`src/rtl/fp_align.sv`:
```
// Iterative exponent alignment ahead of the FP adder: picks the larger-exponent operand and
// sticky-shifts the other fraction right until the exponents match. Optional macro FP_ALIGN_SHIFT4_EN.
module fp_align (
    input  logic        clk_i,
    input  logic        rst_i,
    input  logic        start_i,
    input  logic [7:0]  expA_i,
    input  logic [7:0]  expB_i,
    input  logic [26:0] fracA_i,
    input  logic [26:0] fracB_i,
    output logic        busy_o,
    output logic        done_o,
    output logic        swapped_o,
    output logic [7:0]  expAligned_o,
    output logic [26:0] fracBig_o,
    output logic [26:0] fracSmall_o
);

    typedef enum logic [1:0] {IDLE, SHIFT, DONE} state_t;

    state_t      state_q, state_d;
    logic [7:0]  cnt_q, cnt_d;
    logic        swapped_q, swapped_d;
    logic [7:0]  exp_q, exp_d;
    logic [26:0] fbig_q, fbig_d;
    logic [26:0] fsmall_q, fsmall_d;

    logic        b_big;
    logic [7:0]  diff;
    logic [26:0] small_frac;

    // Bit 0 accumulates everything shifted past it, so the sticky is never lost.
    function automatic logic [26:0] shr1_sticky(input logic [26:0] f);
        return {1'b0, f[26:2], f[1] | f[0]};
    endfunction

    function automatic logic [26:0] shr4_sticky(input logic [26:0] f);
        return {4'b0, f[26:5], |f[4:0]};
    endfunction

    function automatic logic [26:0] flush_sticky(input logic [26:0] f);
        return {26'b0, |f};
    endfunction

    assign b_big      = (expB_i > expA_i);
    assign diff       = b_big ? (expB_i - expA_i) : (expA_i - expB_i);
    assign small_frac = b_big ? fracA_i : fracB_i;

    always_comb begin
        state_d   = state_q;
        cnt_d     = cnt_q;
        swapped_d = swapped_q;
        exp_d     = exp_q;
        fbig_d    = fbig_q;
        fsmall_d  = fsmall_q;
        case (state_q)
            IDLE: begin
                if (start_i) begin
                    swapped_d = b_big;
                    exp_d     = b_big ? expB_i : expA_i;
                    fbig_d    = b_big ? fracB_i : fracA_i;
                    fsmall_d  = small_frac;
                    cnt_d     = diff;
                    if (diff == 8'd0) begin
                        state_d = DONE;
                    end else if (diff >= 8'd27) begin
                        fsmall_d = flush_sticky(small_frac);
                        state_d  = DONE;
                    end else begin
                        state_d = SHIFT;
                    end
                end
            end
            SHIFT: begin
`ifdef FP_ALIGN_SHIFT4_EN
                if (cnt_q >= 8'd4) begin
                    fsmall_d = shr4_sticky(fsmall_q);
                    cnt_d    = cnt_q - 8'd4;
                end else begin
                    fsmall_d = shr1_sticky(fsmall_q);
                    cnt_d    = cnt_q - 8'd1;
                end
`else
                fsmall_d = shr1_sticky(fsmall_q);
                cnt_d    = cnt_q - 8'd1;
`endif
                if (cnt_d == 8'd0) begin
                    state_d = DONE;
                end
            end
            DONE: begin
                state_d = IDLE;
            end
            default: begin
                state_d = IDLE;
            end
        endcase
    end

    always_ff @(posedge clk_i or posedge rst_i) begin
        if (rst_i) begin
            state_q   <= IDLE;
            cnt_q     <= 8'd0;
            swapped_q <= 1'b0;
            exp_q     <= 8'd0;
            fbig_q    <= 27'd0;
            fsmall_q  <= 27'd0;
        end else begin
            state_q   <= state_d;
            cnt_q     <= cnt_d;
            swapped_q <= swapped_d;
            exp_q     <= exp_d;
            fbig_q    <= fbig_d;
            fsmall_q  <= fsmall_d;
        end
    end

    assign busy_o       = (state_q != IDLE);
    assign done_o       = (state_q == DONE);
    assign swapped_o    = swapped_q;
    assign expAligned_o = exp_q;
    assign fracBig_o    = fbig_q;
    assign fracSmall_o  = fsmall_q;

endmodule

```
`config.mk`:
```
export PLATFORM = sky130hd
export DESIGN_NAME = fp_align
export DESIGN_NICKNAME = d
export VERILOG_FILES = /design/src/rtl/fp_align.sv
export SDC_FILE = /design/constraint.sdc
export NUM_CORES = 1
export LEC_CHECK = 0
export BUFFER_PORTS_ARGS = -buffer_cell sky130_fd_sc_hd__buf_2
export CAP_MARGIN = 15
export CORE_AREA = 5 5 123 96
export DETAILED_ROUTE_END_ITERATION = 10
export DIE_AREA = 0 0 128 101
export PLACE_DENSITY = 0.68
export REMOVE_ABC_BUFFERS = 1
export SLEW_MARGIN = 10
export SYNTH_ARGS = -nofsm -noshare
export SYNTH_HDL_FRONTEND = slang
export SYNTH_SLANG_ARGS = --single-unit
export TNS_END_PERCENT = 1
```
`constraint.sdc`:
```
create_clock -name clk_i -period 7.63 [get_ports clk_i]
set_clock_uncertainty 0.2 [all_clocks]
set_input_delay 1.526 -clock clk_i [delete_from_list [all_inputs] [get_ports clk_i]]
set_output_delay 1.526 -clock clk_i [all_outputs]
set_load 0.1 [all_outputs]
```
**Word-level counts from Yosys, hierarchy flattened**

Index checks and enable logic that the tools add are counted.

- Register bits: 73
- Bits in latches: 0
- Bits in writable memories: 0
- Bits in read-only memories: 0
- Bits of input ports: 73
- Output and inout bits: 65
- Word-level logic and storage cells: 40
- Memories kept: 0

- Add/subtract/negate cells: 3
- Multipliers: 0
- Divide/modulo/power cells: 0
- $lt $le $gt $ge: 2
- Eq/ne operators: 4
- Shift operators: 0
- Multiplexer cells: 15
- Bitwise operators: 1
- Reductions and logical operators: 9

Operators by type and width:

| operator | count |
|---|---|
| $mux 27 | 5 |
| $pmux 27 s2 | 1 |
| $reduce_or 27->1 | 1 |
| $mux 8 | 3 |
| $logic_not 8->1 | 2 |
| $pmux 8 s2 | 1 |
| $sub 8x8->8 | 2 |
| $ge 8x5->1 const B | 1 |
| $gt 8x8->1 | 1 |
| $mux 2 | 4 |
| $sub 8x1->8 const B | 1 |
| $reduce_and 2->1 | 3 |
| $ne 2x2->1 const B | 2 |
| $pmux 2 s2 | 1 |
| $reduce_bool 2->1 | 2 |
| $eq 2x1->1 const B | 1 |
| $eq 2x2->1 const B | 1 |
| $logic_not 2->1 | 1 |
| $or 1x1->1 | 1 |

**Depth between registers and ports, before layout**

Gate-level depths: netlist of the first run.

- Depth after elaboration: 7
- Mapped depth: 13
- Mapped depth without buffers: 12

**Least setup slack after synthesis of the first run**

Ideal clock, no wire load.

- Path kind: input-to-reg
- From: input port expA_i[5]
- To: register state_q[1]
- Library setup time: 0.099 ns
- Data arrival time: 3.701 ns
- Slack: 3.630 ns
- Stages on the path: 10
- Path buffers: 1
- Cell sequence: inv_1 > ha_1 > buf_4 > a211oi_2 > o21bai_2 > o21ai_4 > mux2i_1 > xnor2_1 > or4_1 > a311oi_1

- Longest elaborated chain between the ends: 7
- Elaborated cells between the ends (all ways): 10
- Those cells by class: add/sub: 2; order compare: 2; mux: 5; reduce/logical: 1

RTL lines:

| element | RTL line | RTL |
|---|---|---|
| from (decl) | 7 | `input logic [7:0] expA_i,` |
| $sub 8x8->8 or $gt 8x8->1 (tied branches) | 46, 45 |  |
| $mux 8 (*) | 46 | `assign diff = b_big ? (expB_i - expA_i) : (expA_i - expB_i);` |
| $ge 8x5->1 | 66 | `end else if (diff >= 8'd27) begin` |
| $mux 2 | 66 |  |
| $mux 2 (*) | 64 | `if (diff == 8'd0) begin` |
| $mux 2 (*) | 58 | `if (start_i) begin` |
| $pmux 2 s2 (*) | 56 | `case (state_q)` |
| to (signal assigned) | 109 | `state_q <= state_d;` |
| to (decl) | 21 | `state_t state_q, state_d;` |

Mark *: on every way between the ends. The rest lies on a longest branch, timed or not. The select of a mux whose other input is x is not followed.
A chain may end at the register's enable or synchronous reset.

**Final worst setup path of the first run**

- From: input port expA_i[4]
- To: register fsmall_q[26] (netlist: fracSmall_o[26])

- Longest elaborated chain between the ends: 7
- Elaborated cells between the ends (all ways): 11
- Those cells by class: add/sub: 2; order compare: 2; mux: 6; reduce/logical: 1

RTL lines:

| element | RTL line | RTL |
|---|---|---|
| $sub 8x8->8 or $gt 8x8->1 (tied branches) | 46, 45 |  |
| $mux 8 | 46 |  |
| $ge 8x5->1 | 66 |  |
| $mux 27 | 66 |  |
| $mux 27 (*) | 64 |  |
| $mux 27 (*) | 58 |  |
| $pmux 27 s2 (*) | 56 |  |
| to (signal assigned) | 114 | `fsmall_q <= fsmall_d;` |
| to (decl) | 26 | `logic [26:0] fsmall_q, fsmall_d;` |

Marked as above.

==> results of run 1 <==
[worst min path at each step]
stage / cells after the start / endpoint / start / slack, ns
3_3_place_gp: 2 / fracBig_o[0]$_DFFE_PP0P_ / fracBig_o[0]$_DFFE_PP0P_ / 0.26
2_1_floorplan: 2 / cnt_q[6]$_DFFE_PP0P_ / cnt_q[6]$_DFFE_PP0P_ / 0.31
5_1_grt: 2 / fracBig_o[20]$_DFFE_PP0P_ / fracBig_o[20]$_DFFE_PP0P_ / 0.30
4_1_cts: 2 / expAligned_o[5]$_DFFE_PP0P_ / expAligned_o[5]$_DFFE_PP0P_ / 0.28
3_5_place_dp: 2 / expAligned_o[5]$_DFFE_PP0P_ / expAligned_o[5]$_DFFE_PP0P_ / 0.27
6_report: 2 / fracBig_o[17]$_DFFE_PP0P_ / fracBig_o[17]$_DFFE_PP0P_ / 0.27
[logic make-up after synthesis]
| family | count (synthesis) | share of synthesized area [%] |
|---|---|---|
| AO/OA/AOI/OAI | 161 | 20.73 |
| XOR/XNOR | 8 | 1.698 |
| adder cells (fa/ha/maj) | 19 | 5.533 |
| buffers and inverters | 56 | 5.341 |
| flip-flops | 73 | 39.99 |
| multiplexers | 62 | 13.61 |
| AND/OR/NAND/NOR | 133 | 13.09 |
[worst reg2reg max path: cells and delay by family, from the launching register on]
family	cells	cell delay (ns)
buffers and inverters	1	0.30
and+or+nand+nor	3	1.10
AOI/OAI and AO/OA	1	0.41
DFF	1	0.57
[registers in the layout, indices dropped and copies added (netlist names)]
name,count
swapped_o,1
state_q,2
fracBig_o,27
expAligned_o,8
fracSmall_o,27
cnt_q,8
[stage by stage]
stage	hold WS [ns]	instances	setup slack [ns]	utilization (%)	cell area, um^2
2_1_floorplan	0.3075	479	1.992	-	4410
3_3_place_gp	0.2559	762	2.602	50.40	5328
3_5_place_dp	0.2654	762	2.400	50.40	5328
4_1_cts	0.2781	777	2.709	53.11	5614
5_1_grt	0.2965	777	2.406	53.16	5619
6_report	0.2718	777	2.674	53.16	5619
[per-layer routing]
layer | track usage, % | wire, um | up-vias
li1 | - | - | 2083
met1 | 30.96 | 6317 | 2079
met4 | 6.444 | 263 | 0
met5 | 0 | 0 | -
met2 | 29.65 | 5802 | 190
met3 | 4.979 | 1116 | 20
[synthesized netlist by cell type, drive strengths merged, types with 2 or more instances]
cell and count:
a211oi 3, a21o 4, a21oi 48, a22oi 4, a311oi 4, a31oi 5, and3 3, buf 15
clkbuf 18, dfrtp 73, fa 2, ha 17, inv 23, mux2i 61, nand2 52, nand2b 2
nand3 4, nand4 5, nor2 47, nor3 3, nor4 11, o211ai 2, o21ai 56, o22ai 26
o31ai 2, or2 2, or4 3, xnor2 3, xor2 5
[final cells by class]
cell class | instances | area (um^2)
Clock buffer | 10 | 229.0
Clock inverter | 5 | 57.56
Fill cell | 1015 | 4951
Inverter | 23 | 87.58
Multi-Input combinational cell | 383 | 2512
Sequential cell | 73 | 1827
Tap cell | 140 | 175.2
Timing Repair Buffer | 143 | 730.7
==> flow_metrics.env, run 1 <==
export IMPL_grtUsageTotal_pct=20.77
export IMPL_cts_resized=0
export IMPL_drtPass1Iterations=5
export IMPL_cpPeakStageDelay_ns=0.63
export IMPL_finalSetupViolCount=0
export IMPL_cp_common_cell="nand4_2"
export IMPL_final_common_cell="buf_2"
export IMPL_hp_class="flop to flop"
export IMPL_synth_cells=512
export IMPL_area_growth_pct=23.01
export IMPL_status="completed"
export IMPL_syn_area_um2=4568
export IMPL_viasPerCell=5.627
export IMPL_critPathMaxFanout=39
export IMPL_slowest_stage="nand4_2"
export IMPL_fin_crit_sh_pct=64.96
export IMPL_row_count=33
export IMPL_die_w_um=128
export IMPL_crit_start="expA_i[4]"
export IMPL_max_freq_mhz=201.8
export IMPL_initial_core_util_pct=43.22
export IMPL_routabilityCongestion=0.9211
export IMPL_crit_cells=12
export IMPL_ys_seq_area_share_pct=39.99
export IMPL_grt_ovfl_total=0
export IMPL_grt_pass1_wl_mm=21.49
export IMPL_worstSkewPairLatency_ns=0.33
export IMPL_tritoncts="yes"
export IMPL_reg2reg_depth=5
export IMPL_grt_pass1_vias=4137
export IMPL_cts_sinks=73
export IMPL_final_setup_tns_ns=0
export IMPL_vias=4372
export IMPL_drc=0
export IMPL_critical_path_class="input pin to flop"
export IMPL_cp_cell_sequence="buf_2 -> inv_1 -> ha_1 -> nand4_2 -> or2_1 -> o21ai_4 -> buf_4 -> mux2i_1 -> nor2_1 -> o211ai_1 -> nand4_2 -> o21ai_0"
export IMPL_grt_max_degree=75
export IMPL_ys_flop_type="dfrtp_1"
export IMPL_max_slew_margin_rel_pct=35.82
export IMPL_rrSetupSlack_ns=4.95
export IMPL_antenna_found_initial=0
export IMPL_async_flop_share_pct=100.0
export IMPL_synth_cell_types=49
export IMPL_nets=725
export IMPL_critPathTopFamily="simple AND/OR/NAND/NOR gates"
export IMPL_insertedDiodeCount=0
export IMPL_ctsHoldBuffers=0
export IMPL_cts_clk_slew_worst_paths_ns=0.06
export IMPL_endpoint_kind="flop"
export IMPL_cts_buffers=9
export IMPL_r2r_end="fracSmall_o[26]$_DFFE_PP0P_"
export IMPL_dieArea_um2=12930
export IMPL_critical_path_arrival_ns=4.99
export IMPL_hold_violations=0
export IMPL_synth_edf_count=0
export IMPL_ys_warn_count=0
export IMPL_maxSlewViolCount=0
export IMPL_ant_nets=0
export IMPL_yosysTopAreaCell="dfrtp_1"
export IMPL_cp_data_required_time_ns=7.66
export IMPL_rsz0062_at_grt="no"
export IMPL_cts_setup_buffers=0
export IMPL_io_pin_count=138
export IMPL_worst_slew_pin_slew_ns=0.9627
export IMPL_htree_levels=3
export IMPL_portBuffers=137
export IMPL_cts_buffer_depth=2
export IMPL_dp_hpwl_mm=9.857
export IMPL_post_synth_cell_area_avg_um2=8.922
export IMPL_synth_seq_cells=73
export IMPL_maxCapViolCount=0
export IMPL_drt_wirelength_per_cell_um=17.37
export IMPL_wl_mm=13.50
export IMPL_final_cell_mix="buf_2, dfrtp_1, mux2i_1"
export IMPL_synthTopCellsByArea="dfrtp_1, mux2i_1, o21ai_0"
export IMPL_core_um2=10570
export IMPL_drive_gt1_share_pct=27.00
export IMPL_synth_top_area_share_pct=39.99
export IMPL_layout_min_cycle_time_ns=4.957
export IMPL_crit_path_end="fracSmall_o[26]$_DFFE_PP0P_"
export IMPL_cp_start_kind="input pin"
export IMPL_root_buffer="clkbuf_16"
export IMPL_die_y_um=101
export IMPL_dr_first_iter_drc_count=257
export IMPL_reg2reg_from="state_q[0]$_DFFE_PP0P_"
export IMPL_critical_path_buf_inv_count=3
Power of run 1 is left out: the tool's default activity adds up to more than one toggle a clock period on the data nets, which glitch-free logic cannot reach.
==> run 2: changes to the inputs <==
==> constraint.sdc (replaced) <==
create_clock -name clk_i -period 4.6 [get_ports clk_i]
set_clock_uncertainty 0.2 [all_clocks]
set_input_delay 0.92 -clock clk_i [delete_from_list [all_inputs] [get_ports clk_i]]
set_output_delay 0.92 -clock clk_i [all_outputs]
set_load 0.1 [all_outputs]
==> flow_metrics.env, run 2 (same netlist as run 1, synthesis figures left out) <==
export IMPL_antenna_found_initial=0
export IMPL_maxCapViolCount=0
export IMPL_initial_core_util_pct=43.22
export IMPL_reg2reg_from="state_q[0]$_DFFE_PP0P_"
export IMPL_drt_wirelength_per_cell_um=17.19
export IMPL_finalSetupViolCount=0
export IMPL_routabilityCongestion=0.8751
export IMPL_worstSkewPairLatency_ns=0.33
export IMPL_hp_start="fracBig_o[10]$_DFFE_PP0P_"
export IMPL_grt_max_degree=57
export IMPL_whs_ns=0.2700
export IMPL_dp_hpwl_mm=9.831
export IMPL_hp_class="flop to flop"
export IMPL_area_growth_pct=23.42
export IMPL_drive_gt1_share_pct=27.30
export IMPL_drc=0
export IMPL_nets=728
export IMPL_rsz0062_at_grt="no"
export IMPL_cp_start_kind="input pin"
export IMPL_critPathMaxFanout=40
export IMPL_root_buffer="clkbuf_16"
export IMPL_insertedDiodeCount=0
export IMPL_reg2reg_depth=7
export IMPL_cts_resized=0
export IMPL_cts_clk_slew_worst_paths_ns=0.05
export IMPL_rrSetupSlack_ns=1.33
export IMPL_critical_path_arrival_ns=3.72
export IMPL_r2r_end="fracBig_o[20]$_DFFE_PP0P_"
export IMPL_grt_pass1_wl_mm=21.39
export IMPL_dieArea_um2=12930
export IMPL_endpoint_kind="flop"
export IMPL_io_pin_count=138
export IMPL_portBuffers=137
export IMPL_status="completed"
export IMPL_whs_endpoint="fracBig_o[10]$_DFFE_PP0P_"
export IMPL_cts_setup_buffers=0
export IMPL_viasPerCell=5.545
export IMPL_worst_slew_pin_slew_ns=0.8988
export IMPL_core_um2=10570
export IMPL_whs_path_depth=2
export IMPL_maxSlewViolCount=0
export IMPL_htree_levels=3
export IMPL_cp_data_required_time_ns=4.59
export IMPL_wl_mm=13.43
export IMPL_layout_min_cycle_time_ns=3.738
export IMPL_dr_first_iter_drc_count=282
export IMPL_placed_cell_area_um2=5343
export IMPL_cts_buffer_depth=2
export IMPL_cts_sinks=73
export IMPL_ctsHoldBuffers=0
export IMPL_tritoncts="yes"
export IMPL_regArea_um2=1827
export IMPL_fin_crit_sh_pct=81.27
export IMPL_row_count=33
export IMPL_drtPass1Iterations=4
export IMPL_hold_violations=0
export IMPL_die_w_um=128
export IMPL_cts_buffers=9
export IMPL_multi_input_area_um2=2507
export IMPL_max_freq_mhz=267.5
export IMPL_grt_ovfl_total=0
export IMPL_critical_path_class="input pin to flop"
export IMPL_final_cell_mix="buf_2, dfrtp_1, mux2i_1"
export IMPL_grtUsageTotal_pct=20.77
export IMPL_final_common_cell="buf_2"
export IMPL_die_y_um=101
export IMPL_fillers=1019
export IMPL_ant_nets=0
export IMPL_final_area_um2=5638
export IMPL_max_slew_margin_rel_pct=40.08
export IMPL_grt_pass1_vias=4176
export IMPL_final_setup_tns_ns=0
export IMPL_vias=4331
-- run 2: critical path, cell delays in order --
cell      delay (ns)
buf_2           0.10
inv_1           0.04
ha_1            0.41
a211oi_2        0.28
o21bai_2        0.14
o21ai_4         0.50
buf_4           0.62
mux2i_1         0.33
nand4_1         0.12
a31oi_1         0.16
a311oi_1        0.06
-- run 2: area by class of cell --
type                       count  area share, %
inverter                      23          1.553
sequential                    73          32.40
clock buffer                  13          4.616
multi-input combinational    383          44.47
timing repair buffer         146          13.58
tap                          140          3.107
clock inverter                 3         0.2663
-- run 2: worst max-delay path by stage --
| stage | start | to | slack (ns) | cells past startpoint |
|---|---|---|---|---|
| final | expA_i[5] | fracSmall_o[0]$_DFFE_PP0P_ | 0.86 | 11 |
| after global routing | expA_i[5] | fracSmall_o[0]$_DFFE_PP0P_ | 0.59 | 11 |
| after CTS | expB_i[0] | fracSmall_o[0]$_DFFE_PP0P_ | 0.84 | 13 |
| after detailed placement | expB_i[0] | fracSmall_o[0]$_DFFE_PP0P_ | 0.48 | 13 |
| after global placement | expA_i[5] | fracSmall_o[0]$_DFFE_PP0P_ | 0.59 | 11 |
| after floorplan | expA_i[5] | fracSmall_o[10]$_DFFE_PP0P_ | -0.43 | 10 |
-- run 2: metrics by stage --
| stage | util (%) | worst slack (ns) | cells |
|---|---|---|---|
| 2_1_floorplan | - | -0.4319 | 479 |
| 3_3_place_gp | 50.54 | 0.5878 | 764 |
| 3_5_place_dp | 50.54 | 0.4834 | 764 |
| 4_1_cts | 53.15 | 0.8375 | 780 |
| 5_1_grt | 53.34 | 0.5903 | 781 |
| 6_report | 53.34 | 0.8617 | 781 |
-- run 2: per-layer routing --
layer	routed length [um]	global-route usage (%)
met1	6550	30.57
met2	5657	29.89
met3	1014	5.297
met4	202	6.362
met5	0	0
Power of run 2 is left out for the same reason.
